**src/rtl/chip_access_seq.sv**
```systemverilog
// rtl/chip_access_seq.sv - host-access sequencer for the YM2203 pair and the SAA1099
//
// Turns single-cycle host access strobes into timed chip cycles on the internal
// data bus. One request may wait in a pending slot while a chip cycle runs; a
// newer request replaces it and pulses overflow. Every output is registered.
//
// Ports:
//   clk, rst                          clock, synchronous active-high reset
//   wraddr_beg/wrdata_beg/rddata_beg  host strobes (read > data write > address write)
//   din, ym_sel, ym_stat, saa_ena     request attributes, sampled with the strobe
//   d_in                              internal data bus read value
//   d_out, d_oe                       internal data bus write value and drive enable
//   yma0, ymcs0_n, ymcs1_n, ymrd_n, ymwr_n   YM2203 address and strobes
//   saaa0, saacs_n, saawr_n           SAA1099 address and strobes
//   wr_port                           config-port write pulse (address write of 8'hFx)
//   rd_data, rd_valid                 read result and its one-cycle update pulse
//   busy, overflow                    chip cycle in progress, pending slot overwritten
module chip_access_seq #(
    parameter int YM_SETUP  = 1,
    parameter int YM_PULSE  = 14,
    parameter int YM_HOLD   = 1,
    parameter int SAA_CS2WR = 3,
    parameter int SAA_PULSE = 6,
    parameter int SAA_HOLD  = 1
) (
    input  logic       clk,
    input  logic       rst,
    input  logic       wraddr_beg,
    input  logic       wrdata_beg,
    input  logic       rddata_beg,
    input  logic [7:0] din,
    input  logic       ym_sel,
    input  logic       ym_stat,
    input  logic       saa_ena,
    input  logic [7:0] d_in,
    output logic [7:0] d_out,
    output logic       d_oe,
    output logic       yma0,
    output logic       ymcs0_n,
    output logic       ymcs1_n,
    output logic       ymrd_n,
    output logic       ymwr_n,
    output logic       saaa0,
    output logic       saacs_n,
    output logic       saawr_n,
    output logic       wr_port,
    output logic [7:0] rd_data,
    output logic       rd_valid,
    output logic       busy,
    output logic       overflow
);

    typedef enum logic [1:0] {ST_IDLE, ST_SETUP, ST_PULSE, ST_HOLD} state_t;
    typedef enum logic [1:0] {RQ_ADDR, RQ_DATA, RQ_READ} rq_kind_t;

    typedef struct packed {
        rq_kind_t   kind;
        logic [7:0] data;
        logic       ym_sel;
        logic       ym_stat;
        logic       saa_ena;
    } req_t;

    // Counter reload values: each phase lasts N cycles, counting N-1 down to 0.
    localparam logic [4:0] YM_SETUP_LD  = 5'(YM_SETUP - 1);
    localparam logic [4:0] YM_PULSE_LD  = 5'(YM_PULSE - 1);
    localparam logic [4:0] YM_HOLD_LD   = 5'(YM_HOLD - 1);
    localparam logic [4:0] SAA_CS2WR_LD = 5'(SAA_CS2WR - 1);
    localparam logic [4:0] SAA_PULSE_LD = 5'(SAA_PULSE - 1);
    localparam logic [4:0] SAA_HOLD_LD  = 5'(SAA_HOLD - 1);

    state_t     state, state_d;
    logic [4:0] cnt, cnt_d;
    req_t       cur, cur_d;
    req_t       pend, pend_d;
    logic       pend_v, pend_v_d;

    req_t       new_req, start_req;
    logic       req_valid, cfg_hit, start, is_wr;

    logic [7:0] d_out_d, rd_data_d;
    logic       d_oe_d, yma0_d, ymcs0_n_d, ymcs1_n_d, ymrd_n_d, ymwr_n_d;
    logic       saaa0_d, saacs_n_d, saawr_n_d;
    logic       wr_port_d, rd_valid_d, busy_d, overflow_d;

    always_comb begin
        // Request decode. A config write only counts when the address write
        // wins arbitration; it never reaches the chip sequencer.
        new_req.kind    = rddata_beg ? RQ_READ : (wrdata_beg ? RQ_DATA : RQ_ADDR);
        new_req.data    = din;
        new_req.ym_sel  = ym_sel;
        new_req.ym_stat = ym_stat;
        new_req.saa_ena = saa_ena;
        cfg_hit   = wraddr_beg & ~rddata_beg & ~wrdata_beg & (din[7:4] == 4'hF);
        req_valid = (rddata_beg | wrdata_beg | wraddr_beg) & ~cfg_hit;

        state_d    = state;
        cnt_d      = cnt;
        cur_d      = cur;
        pend_d     = pend;
        pend_v_d   = pend_v;
        start      = 1'b0;
        start_req  = new_req;
        rd_data_d  = rd_data;
        rd_valid_d = 1'b0;
        overflow_d = 1'b0;
        wr_port_d  = cfg_hit;

        case (state)
            ST_IDLE: begin
                // The waiting request goes first; a strobe arriving in the same
                // cycle takes over the freshly emptied slot.
                if (pend_v) begin
                    start     = 1'b1;
                    start_req = pend;
                    pend_d    = new_req;
                    pend_v_d  = req_valid;
                end else if (req_valid) begin
                    start     = 1'b1;
                    start_req = new_req;
                end
            end
            ST_SETUP: begin
                if (cnt == 5'd0) begin
                    state_d = ST_PULSE;
                    cnt_d   = cur.saa_ena ? SAA_PULSE_LD : YM_PULSE_LD;
                end else begin
                    cnt_d = cnt - 5'd1;
                end
            end
            ST_PULSE: begin
                if (cnt == 5'd0) begin
                    state_d = ST_HOLD;
                    cnt_d   = cur.saa_ena ? SAA_HOLD_LD : YM_HOLD_LD;
                    // Last cycle with ymrd_n low: the chip is driving d_in.
                    if (!cur.saa_ena && cur.kind == RQ_READ) begin
                        rd_data_d  = d_in;
                        rd_valid_d = 1'b1;
                    end
                end else begin
                    cnt_d = cnt - 5'd1;
                end
            end
            ST_HOLD: begin
                if (cnt == 5'd0) begin
                    state_d = ST_IDLE;
                end else begin
                    cnt_d = cnt - 5'd1;
                end
            end
            default: state_d = ST_IDLE;
        endcase

        if (state != ST_IDLE && req_valid) begin
            overflow_d = pend_v;
            pend_d     = new_req;
            pend_v_d   = 1'b1;
        end

        if (start) begin
            if (start_req.saa_ena && start_req.kind == RQ_READ) begin
                // The SAA1099 cannot be read: answer at once with all ones.
                rd_data_d  = 8'hFF;
                rd_valid_d = 1'b1;
            end else begin
                state_d = ST_SETUP;
                cnt_d   = start_req.saa_ena ? SAA_CS2WR_LD : YM_SETUP_LD;
                cur_d   = start_req;
            end
        end

        // Output image of the state being entered, so pins change together
        // with the state register.
        is_wr     = (cur_d.kind != RQ_READ);
        d_out_d   = d_out;
        d_oe_d    = 1'b0;
        yma0_d    = yma0;
        saaa0_d   = saaa0;
        ymcs0_n_d = 1'b1;
        ymcs1_n_d = 1'b1;
        ymrd_n_d  = 1'b1;
        ymwr_n_d  = 1'b1;
        saacs_n_d = 1'b1;
        saawr_n_d = 1'b1;
        if (state_d != ST_IDLE) begin
            if (cur_d.saa_ena) begin
                saacs_n_d = 1'b0;
                saawr_n_d = (state_d != ST_PULSE);
                saaa0_d   = (cur_d.kind == RQ_ADDR);
                d_out_d   = cur_d.data;
                d_oe_d    = 1'b1;
            end else begin
                case (cur_d.kind)
                    RQ_ADDR: yma0_d = 1'b0;
                    RQ_DATA: yma0_d = 1'b1;
                    default: yma0_d = ~cur_d.ym_stat;
                endcase
                d_oe_d = is_wr;
                if (is_wr) begin
                    d_out_d = cur_d.data;
                end
                if (state_d == ST_PULSE) begin
                    ymcs0_n_d = cur_d.ym_sel;
                    ymcs1_n_d = ~cur_d.ym_sel;
                    ymwr_n_d  = ~is_wr;
                    ymrd_n_d  = is_wr;
                end
            end
        end
        busy_d = (state_d != ST_IDLE);
    end

    always_ff @(posedge clk) begin
        if (rst) begin
            state    <= ST_IDLE;
            cnt      <= 5'd0;
            cur      <= '0;
            pend     <= '0;
            pend_v   <= 1'b0;
            d_out    <= 8'h00;
            d_oe     <= 1'b0;
            yma0     <= 1'b0;
            ymcs0_n  <= 1'b1;
            ymcs1_n  <= 1'b1;
            ymrd_n   <= 1'b1;
            ymwr_n   <= 1'b1;
            saaa0    <= 1'b0;
            saacs_n  <= 1'b1;
            saawr_n  <= 1'b1;
            wr_port  <= 1'b0;
            rd_data  <= 8'h00;
            rd_valid <= 1'b0;
            busy     <= 1'b0;
            overflow <= 1'b0;
        end else begin
            state    <= state_d;
            cnt      <= cnt_d;
            cur      <= cur_d;
            pend     <= pend_d;
            pend_v   <= pend_v_d;
            d_out    <= d_out_d;
            d_oe     <= d_oe_d;
            yma0     <= yma0_d;
            ymcs0_n  <= ymcs0_n_d;
            ymcs1_n  <= ymcs1_n_d;
            ymrd_n   <= ymrd_n_d;
            ymwr_n   <= ymwr_n_d;
            saaa0    <= saaa0_d;
            saacs_n  <= saacs_n_d;
            saawr_n  <= saawr_n_d;
            wr_port  <= wr_port_d;
            rd_data  <= rd_data_d;
            rd_valid <= rd_valid_d;
            busy     <= busy_d;
            overflow <= overflow_d;
        end
    end

endmodule

```
**config.mk**
```make
export PLATFORM = sky130hd
export DESIGN_NAME = chip_access_seq
export DESIGN_NICKNAME = d
export VERILOG_FILES = /design/src/rtl/chip_access_seq.sv
export SDC_FILE = /design/constraint.sdc
export NUM_CORES = 1
export LEC_CHECK = 0
export BUFFER_PORTS_ARGS = -buffer_cell sky130_fd_sc_hd__buf_2
export CORE_MARGIN = 2
export CORE_UTILIZATION = 44
export DETAILED_ROUTE_END_ITERATION = 8
export PLACE_DENSITY = 0.68
export SLEW_MARGIN = 20
export SYNTH_ARGS = -nofsm -noshare
export SYNTH_HDL_FRONTEND = slang
export SYNTH_SLANG_ARGS = --single-unit
export TNS_END_PERCENT = 50
```
**constraint.sdc**
```tcl
create_clock -name clk -period 2.2 [get_ports clk]
set_input_delay 0.44 -clock clk [delete_from_list [all_inputs] [get_ports clk]]
set_output_delay 0.44 -clock clk [all_outputs]
set_load 0.01 [all_outputs]
```
**Word-level counts from Yosys, hierarchy flattened**

Cells that the tools add are included.

- Word-level logic and storage cells: 119
- Memory bits (writable): 0
- Bits in read-only memories: 0
- Memories: 0
- Output and inout port bits: 29
- Flip-flop bits (word level): 63
- Latch bits: 0

- Shift-type cells: 0
- Bitwise gates (word level): 16
- Reductions and logical operators: 20
- $lt $le $gt $ge: 0
- $add $sub $neg: 1
- Divide/modulo/power cells: 0
- Mux-type cells: 44
- Eq/ne operators: 10
- $mul: 0

Operators by type and width:

| kind | number |
|---|---|
| 13-bit 2-to-1 mux | 7 |
| 8-bit 2-to-1 mux | 7 |
| 5-bit 2-to-1 mux | 5 |
| 5-bit case mux with 3 select lines | 1 |
| 1-bit 2-to-1 mux | 14 |
| 2-bit 2-to-1 mux | 7 |
| 2-bit == test (second input constant) | 5 |
| 1-bit inverter | 10 |
| 2-bit nonzero test | 5 |
| 2-bit AND reduction | 4 |
| 2-bit case mux with 3 select lines | 1 |
| 5-bit zero test | 1 |
| 5-bit by 1-bit subtractor with 5-bit output (second input constant) | 1 |
| 1-bit bitwise AND | 4 |
| 2-bit by 1-bit == test with 1-bit output (second input constant) | 2 |
| 4-bit == test (second input constant) | 1 |
| 2-bit zero test | 2 |
| 4-bit 2-to-1 mux | 1 |
| 2-bit inequality test (second input constant) | 2 |
| 2-bit OR reduction | 2 |
| 4-bit OR reduction | 1 |
| 1-bit logical AND | 3 |
| 3-bit OR reduction | 1 |
| 1-bit bitwise OR | 2 |
| other kinds (2) | 2 |

**Logic depth before layout (Yosys ltp)**

Gate-level depths: netlist (run 1).

- Depth in word-level cells: 13
- Gate-level depth with buffers: 9
- Gate-level depth less buffers: 8

**Least setup slack after synthesis (run 1)**

Ideal clock, no wire load.

- Path type: reg2reg
- Start: register cnt[0]
- End: register rd_data[0]
- Period minus slack after synthesis: 1917 ps
- Data arrival time: 1785 ps
- Path slack: 283 ps
- Setup time: 132 ps
- Stages on the path, launching flop included: 9
- Path buffers: 1
- Cell sequence: dfxtp_1 inv_1 ha_1 nor4b_4 nand2_2 or4_4 buf_6 mux2i_1 a21oi_1

- Cells in the longest elaborated chain, start to end: 5

Ends and longest elaborated chain:

| item | line | text |
|---|---|---|
| start, declared | 73 | `logic [4:0] cnt, cnt_d;` |
| start signal, assigned | 237 | `cnt <= cnt_d;` |
| 5-bit zero test * | 132 | `if (cnt == 5'd0) begin` |
| 8-bit 2-to-1 mux * | 132 |  |
| 8-bit 2-to-1 mux * | 109 | `case (state)` |
| 8-bit 2-to-1 mux | 161 | `if (start_req.saa_ena && start_req.kind == RQ_READ) begin` |
| 8-bit 2-to-1 mux * | 160 | `if (start) begin` |
| end signal, assigned | 252 | `rd_data <= rd_data_d;` |
| end, declared | 47 | `output logic [7:0] rd_data,` |

Every way passes the cells marked *; elsewhere a longest branch is shown, timed or not.
A chain may end at the register's enable or synchronous reset.

**Final worst setup path (run 1)**

- Start: register cnt[0]
- End: register rd_data[6]

The elaborated chain is that of the path after synthesis.

==> results of run 1 <==
[cells by family (layout without fill, tap and decap cells)]
kind of cell,count (synthesis),after routing,share of synthesized area (%)
mux,42,42,15.9
simple gates,87,87,17.3
xor+xnor,2,2,0.628
fa+ha+maj,3,3,1.35
compound gates,53,53,15.0
flops,63,63,45.2
buf+inv,22,91,4.53
[worst max-delay path: cells and delay by family, from the launching register on]
kind	cells	cell delay (ns)
and+or+nand+nor	3	1.11
AOI/OAI and AO/OA	1	0.09
muxes	1	0.21
DFF	1	0.34
adders and majority gates	1	0.16
buffers and inverters	1	0.06
[placed cells by master (no fill, tap or decap), drive strengths merged, types with 2 or more instances in the layout]
master	n
o31ai	2
o21ai	7
nor2b	9
nand4	4
ha	3
nor2	32
mux2i	33
or4	2
a21boi	2
a21oi	19
clkbuf	11
or3	2
nor3	6
a211oi	10
a211o	2
nor3b	4
clkinv	2
inv	5
nand3	2
nand2	15
nand2b	6
buf	71
mux2	8
dfxtp	63
[final timing paths]
check / startpoint / to / slack (ns) / cells past startpoint
hold reg to reg: cur[2] / ymcs0_n / 0.48 / 2
setup reg to reg: cnt[0] / rd_data[6] / 0.10 / 7
hold / removal: din[0] / pend[3] / 0.35 / 3
setup / recovery: cnt[0] / rd_data[6] / 0.10 / 7
[through the flow]
step | std cells | setup WS, ns | hold WS, ns
finish | 416 | 0.101 | 0.351
global route | 416 | 0.00144 | 0.353
CTS | 416 | 0.0614 | 0.345
detailed placement | 401 | 0.0846 | 0.467
global placement | 401 | 0.0970 | 0.461
floorplan | 272 | 0.283 | 0.436
[final cells by class]
class / instances / area [um2] / share of cell area, %
multi-input cells: 187 / 1410 / 41.2
inverters: 5 / 18.8 / 0.550
repair buffers: 71 / 453 / 13.3
clock inverters: 4 / 47.5 / 1.39
clock buffers: 11 / 131 / 3.85
well taps: 75 / 93.8 / 2.75
flip-flops and latches: 63 / 1260 / 37.0
[layer usage]
metal / GRT usage (%) / vias to the layer above
met5: 0 / -
met4: 5.72 / 0
met3: 5.54 / 9
met2: 27.3 / 35
met1: 21.8 / 1003
li1: - / 1102
[synth_stat cells (2+ instances only)]
library cell  instances  area [um2]
nor2b_1               9        56.3
buf_2                 5        25.0
inv_1                 5        18.8
nand2_1              13        48.8
clkbuf_1              4        15.0
buf_6                 4        45.0
o31ai_1               2        15.0
nor3_1                5        25.0
or3_1                 2        12.5
o21ai_0               4        20.0
nand4_1               3        18.8
buf_1                 2        7.51
a211oi_1              2        15.0
mux2i_1              33         330
nor3b_1               4        30.0
ha_1                  3        37.5
a211oi_2              8         100
buf_4                 2        15.0
dfxtp_1              63        1260
mux2_2                8        90.1
nand3_1               2        10.0
nor2_1               32         120
nand2b_1              6        37.5
o21ai_1               2        10.0
a21oi_1              18        90.1
[repair_timing]
action                     in CTS  in global routing
setup buffers                   0                  0
gates resized for setup         0                  4
setup endpoints to repair       0                  7
[flip-flops by register name, indices dropped and copies added (netlist names), 2 cells and up]
name	count
d_out	8
state	2
rd_data	8
pend	13
cnt	5
cur	13
[power by group]
part	internal, mW	switching [mW]	leakage (nW)
combinational	1.24	1.32	0.893
clock	0.513	0.428	0.0892
sequential	1.53	0.210	0.519
==> metrics.md, run 1 <==
| Metric | Value |
|---|---|
| Worst-path clk slew | `0.07 ns` |
| Clk Latency, worst-skew pair | `0.34 ns` |
| First-pass GRT wire length | `9.65 mm` |
| Cts hold-fix bufs | `0` |
| Post-placement cell area | `3230 um2` |
| Violation count after the first detailed-route iteration | `118` |
| Drt via density | `5.17` |
| Pleak | `1.50 nW` |
| Hold Fails Final Rpt | `0` |
| YS warnings | `0` |
| FMAX | `476 MHz` |
| Clk sinks | `63` |
| HP Class | `primary input to register` |
| Main synth FF type | `dfxtp_1` |
| CTS Buf Count | `9` |
| Vert. Die Dim | `83.6 um` |
| Gr usage total | `17.1%` |
| Critical path cell sequence | `inv_2 > ha_1 > nor4b_4 > nand2_2 > or4_4 > mux2i_1 > a21oi_1` |
| Post-synth EDFFs | `0` |
| MaxCap Viol Count | `0` |
| Relative slew slack | `68.5%` |
| Worst slew pin tran | `0.473 ns` |
| Peak supply drop | `792 uV` |
| Slowest cell on crit path | `or4_4` |
| Req. time, crit path | `2.42 ns` |
| DRT Pass-1 Iters | `4` |
| Synth Cell Area | `2790 um2` |
| Met3 Routed Length | `229 um` |
| Final setup fails | `0` |
| Routed wl met2 | `2.72 mm` |
| FF+latch count, synth | `63` |
| Gate Count Post-Synth | `272` |
| Nets | `364` |
| CP Class | `register to register` |
| CP endpoint kind | `register` |
| Detailed Place HPWL | `4.13 mm` |
| Max-slew violations | `0` |
| GP Congestion | `0.818` |
| Ant diodes | `0` |
| DR vias | `2,149` |
| P per Cell Area | `1540 nW/um2` |
| # fillers | `564` |
| Wire per inst | `13.7 um` |
| I/O Pins | `53` |
| CP arrival | `2.32 ns` |
| Syn_nets | `299` |
| Syn_area_per_cell | `10.2 um2` |
| Post-route ant nets | `0` |
| Die area | `6990 um2` |
| IO buf count | `52` |
| RSZ-0062 raised after global routing | `no` |
| Syn-to-layout area delta | `22.4%` |
| Post-synthesis async set-or-reset flop share | `0%` |
| DRC violations left | `0` |
| Final period util | `95.4%` |
| Die X | `83.6 um` |
| Fin crit period | `2.10 ns` |
| Layout cells sized above 1 | `33.7%` |
| GRT overflow | `0` |
| Clock skew | `0.00721 ns` |
| Top sig layer | `met4` |
| Core area | `6030 um2` |
| Bufs on Longest Clock Path | `2` |
| Met1 wire length | `2.65 mm` |
| Tot Pwr | `5.25 mW` |
| Max FO, Critical Path | `9` |
| Cell Rows | `28` |
| Sequential area share after synthesis | `45.2%` |
| Initial antenna violation count | `0` |
| Fin util | `56.6%` |
| Vias in the first global route | `2,049` |
| Largest net degree at the start of global routing | `59` |
| Setup TNS | `0 ns` |
| Synth cell types | `56` |
| Finished Cell Area | `3410 um2` |
| Slowest stage delay, CP | `0.61 ns` |
| CTS tree | `built` |
| H-tree levels | `3` |
| Startpoint Class | `register` |
| Initial Utilization | `46.3%` |
| Status | `completed` |
| Final wirelength | `5.69 mm` |
| Root buffer cell | `clkbuf_8` |
No activity file was read; power rests on OpenSTA's default activity.
==> run 2: changes to the inputs <==
--- a/config.mk
+++ b/config.mk
@@ -6,10 +6,12 @@
 export NUM_CORES = 1
 export LEC_CHECK = 0
 export BUFFER_PORTS_ARGS = -buffer_cell sky130_fd_sc_hd__buf_2
+export CELL_PAD_IN_SITES_DETAIL_PLACEMENT = 1
+export CELL_PAD_IN_SITES_GLOBAL_PLACEMENT = 2
 export CORE_MARGIN = 2
-export CORE_UTILIZATION = 44
+export CORE_UTILIZATION = 34
 export DETAILED_ROUTE_END_ITERATION = 8
-export PLACE_DENSITY = 0.68
+export PLACE_DENSITY = 0.8
 export SLEW_MARGIN = 20
 export SYNTH_ARGS = -nofsm -noshare
 export SYNTH_HDL_FRONTEND = slang
==> metrics.md, run 2 (synthesis gave the netlist of run 1 again) <==
| Metric | Value |
|---|---|
| I/O Pins | `53` |
| Final period util | `96.4%` |
| DR vias | `2,236` |
| Cell Rows | `33` |
| HP Class | `primary input to register` |
| MaxCap Viol Count | `0` |
| Fin crit period | `2.12 ns` |
| Worst slew pin tran | `0.480 ns` |
| Layout cells sized above 1 | `34.8%` |
| Initial antenna violation count | `0` |
| DRC violations left | `0` |
| Detailed Place HPWL | `4.86 mm` |
| Root buffer cell | `clkbuf_8` |
| Req. time, crit path | `2.43 ns` |
| Cells after DPL | `430` |
| CP Class | `register to register` |
| Final WS setup | `0.0784 ns` |
| Int Pwr | `3.57 mW` |
| Vert. Die Dim | `94.6 um` |
| Final non-filler cell total | `450` |
| Drt via density | `4.97` |
| Met1 GRT Util | `20.2%` |
| Initial Utilization | `34.4%` |
| Final setup fails | `0` |
| Max FO, Critical Path | `6` |
| Gr usage total | `16.0%` |
| Global route hottest layer | `met2` |
| Combinational Power Share | `47.8%` |
| IO buf count | `52` |
| Nets | `368` |
| # fillers | `958` |
| R2R setup slack | `0.08 ns` |
| Vias in the first global route | `2,250` |
| GRT overflow | `0` |
| Commonest non-fill, non-tap cell in the layout | `dfxtp_1` |
| CP endpoint kind | `register` |
| DRT Pass-1 Iters | `4` |
| Switching pwr | `2.08 mW` |
| CTS tree | `built` |
| Die X | `94.6 um` |
| Tot Pwr | `5.65 mW` |
| Top Registers | `cur x13, pend x13` |
| Startpoint Class | `register` |
| Final wirelength | `6.83 mm` |
| Net Sw Frac | `36.8%` |
| Sequential Power Share | `31.2%` |
| Bufs on Longest Clock Path | `2` |
| CTS Buf Count | `9` |
| Worst-path clk slew | `0.07 ns` |
| Clk sinks | `63` |
| Peak supply drop | `521 uV` |
| Post-route ant nets | `0` |
| Max-slew violations | `0` |
| Clk Latency, worst-skew pair | `0.35 ns` |
| H-tree levels | `3` |
| Status | `completed` |
| Wire per inst | `15.2 um` |
| Global Route met2 Usage | `25.7%` |
| Clock power share | `21.0%` |
| First-pass GRT wire length | `11.0 mm` |
| Most frequent cells in the layout | `dfxtp_1, buf_2, mux2i_1` |
| Ant diodes | `0` |
| Cts hold-fix bufs | `0` |
| Clock skew | `0.00736 ns` |
| FMAX | `471 MHz` |
| Largest net degree at the start of global routing | `59` |
| CP arrival | `2.35 ns` |
| GP Congestion | `0.765` |
| Die area | `8940 um2` |
| Core area | `8090 um2` |
| Pleak | `1.53 nW` |
| Violation count after the first detailed-route iteration | `115` |
| Hold Fails Final Rpt | `0` |
| Relative slew slack | `67.1%` |
| Syn-to-layout area delta | `26.2%` |
| P per Cell Area | `1610 nW/um2` |
| Worst slack, placed | `0.0472 ns` |
| Grt met3 use | `3.11%` |
==> run 2: layout make-up <==
class                      instances  area (um2)  area share (%)
multi-input combinational        188        1410            40.2
sequential                        63        1260            36.0
timing repair buffer              74         463            13.2
clock buffer                      11         131            3.73
tap                              105         131            3.73
clock inverter                     4        95.1            2.70
inverter                           5        18.8           0.533
==> run 2: per-layer routing <==
metal	routed length (um)	up-vias	part of all wire, %
met5	0	-	0
met4	172	0	2.5
met3	180	15	2.6
met2	3330	30	49
met1	3140	1084	46
li1	-	1107	-
==> run 2: path summary, 6_finish.rpt <==
path / endpoint / from / cells past startpoint
max: rd_data[4] / cnt[0] / 7
min: pend[6] / din[3] / 3
max reg2reg: rd_data[4] / cnt[0] / 7
min reg2reg: saaa0 / saaa0 / 2
==> run 2: timing repair <==
| action | CTS | global route |
|---|---|---|
| endpoints found under the setup margin | 0 | 3 |
| hold endpoints to repair | 0 | 0 |
| buffers inserted | 0 | 4 |
| gates resized for setup | 0 | 7 |
==> run 2: worst max-delay path, cell delays in order (launching register included) <==
cell,delay [ns]
dfxtp_1,0.32
inv_2,0.07
ha_2,0.17
nor4b_4,0.41
nand2_2,0.15
or4_4,0.63
mux2i_1,0.18
a21oi_1,0.09
==> run 2: power groups by stage <==
stage | clock network (mW) | registers, mW | logic, mW
after floorplan | 0 | 1.82 | 1.73
after global placement | 0 | 1.76 | 2.56
after detailed placement | 0 | 1.78 | 2.63
after CTS | 1.22 | 1.76 | 2.64
after global routing | 1.26 | 1.81 | 2.97
final | 1.19 | 1.76 | 2.70
==> run 2: through the flow <==
step                setup TNS, ns  cell area [um2]  hold WS, ns  util (%)
global placement                0             3240        0.455      40.1
global route              -0.0722             3520        0.358      43.5
detailed placement              0             3240        0.464      40.1
floorplan                       0             2790        0.436         -
CTS                             0             3470        0.339      42.9
finish                          0             3520        0.348      43.5
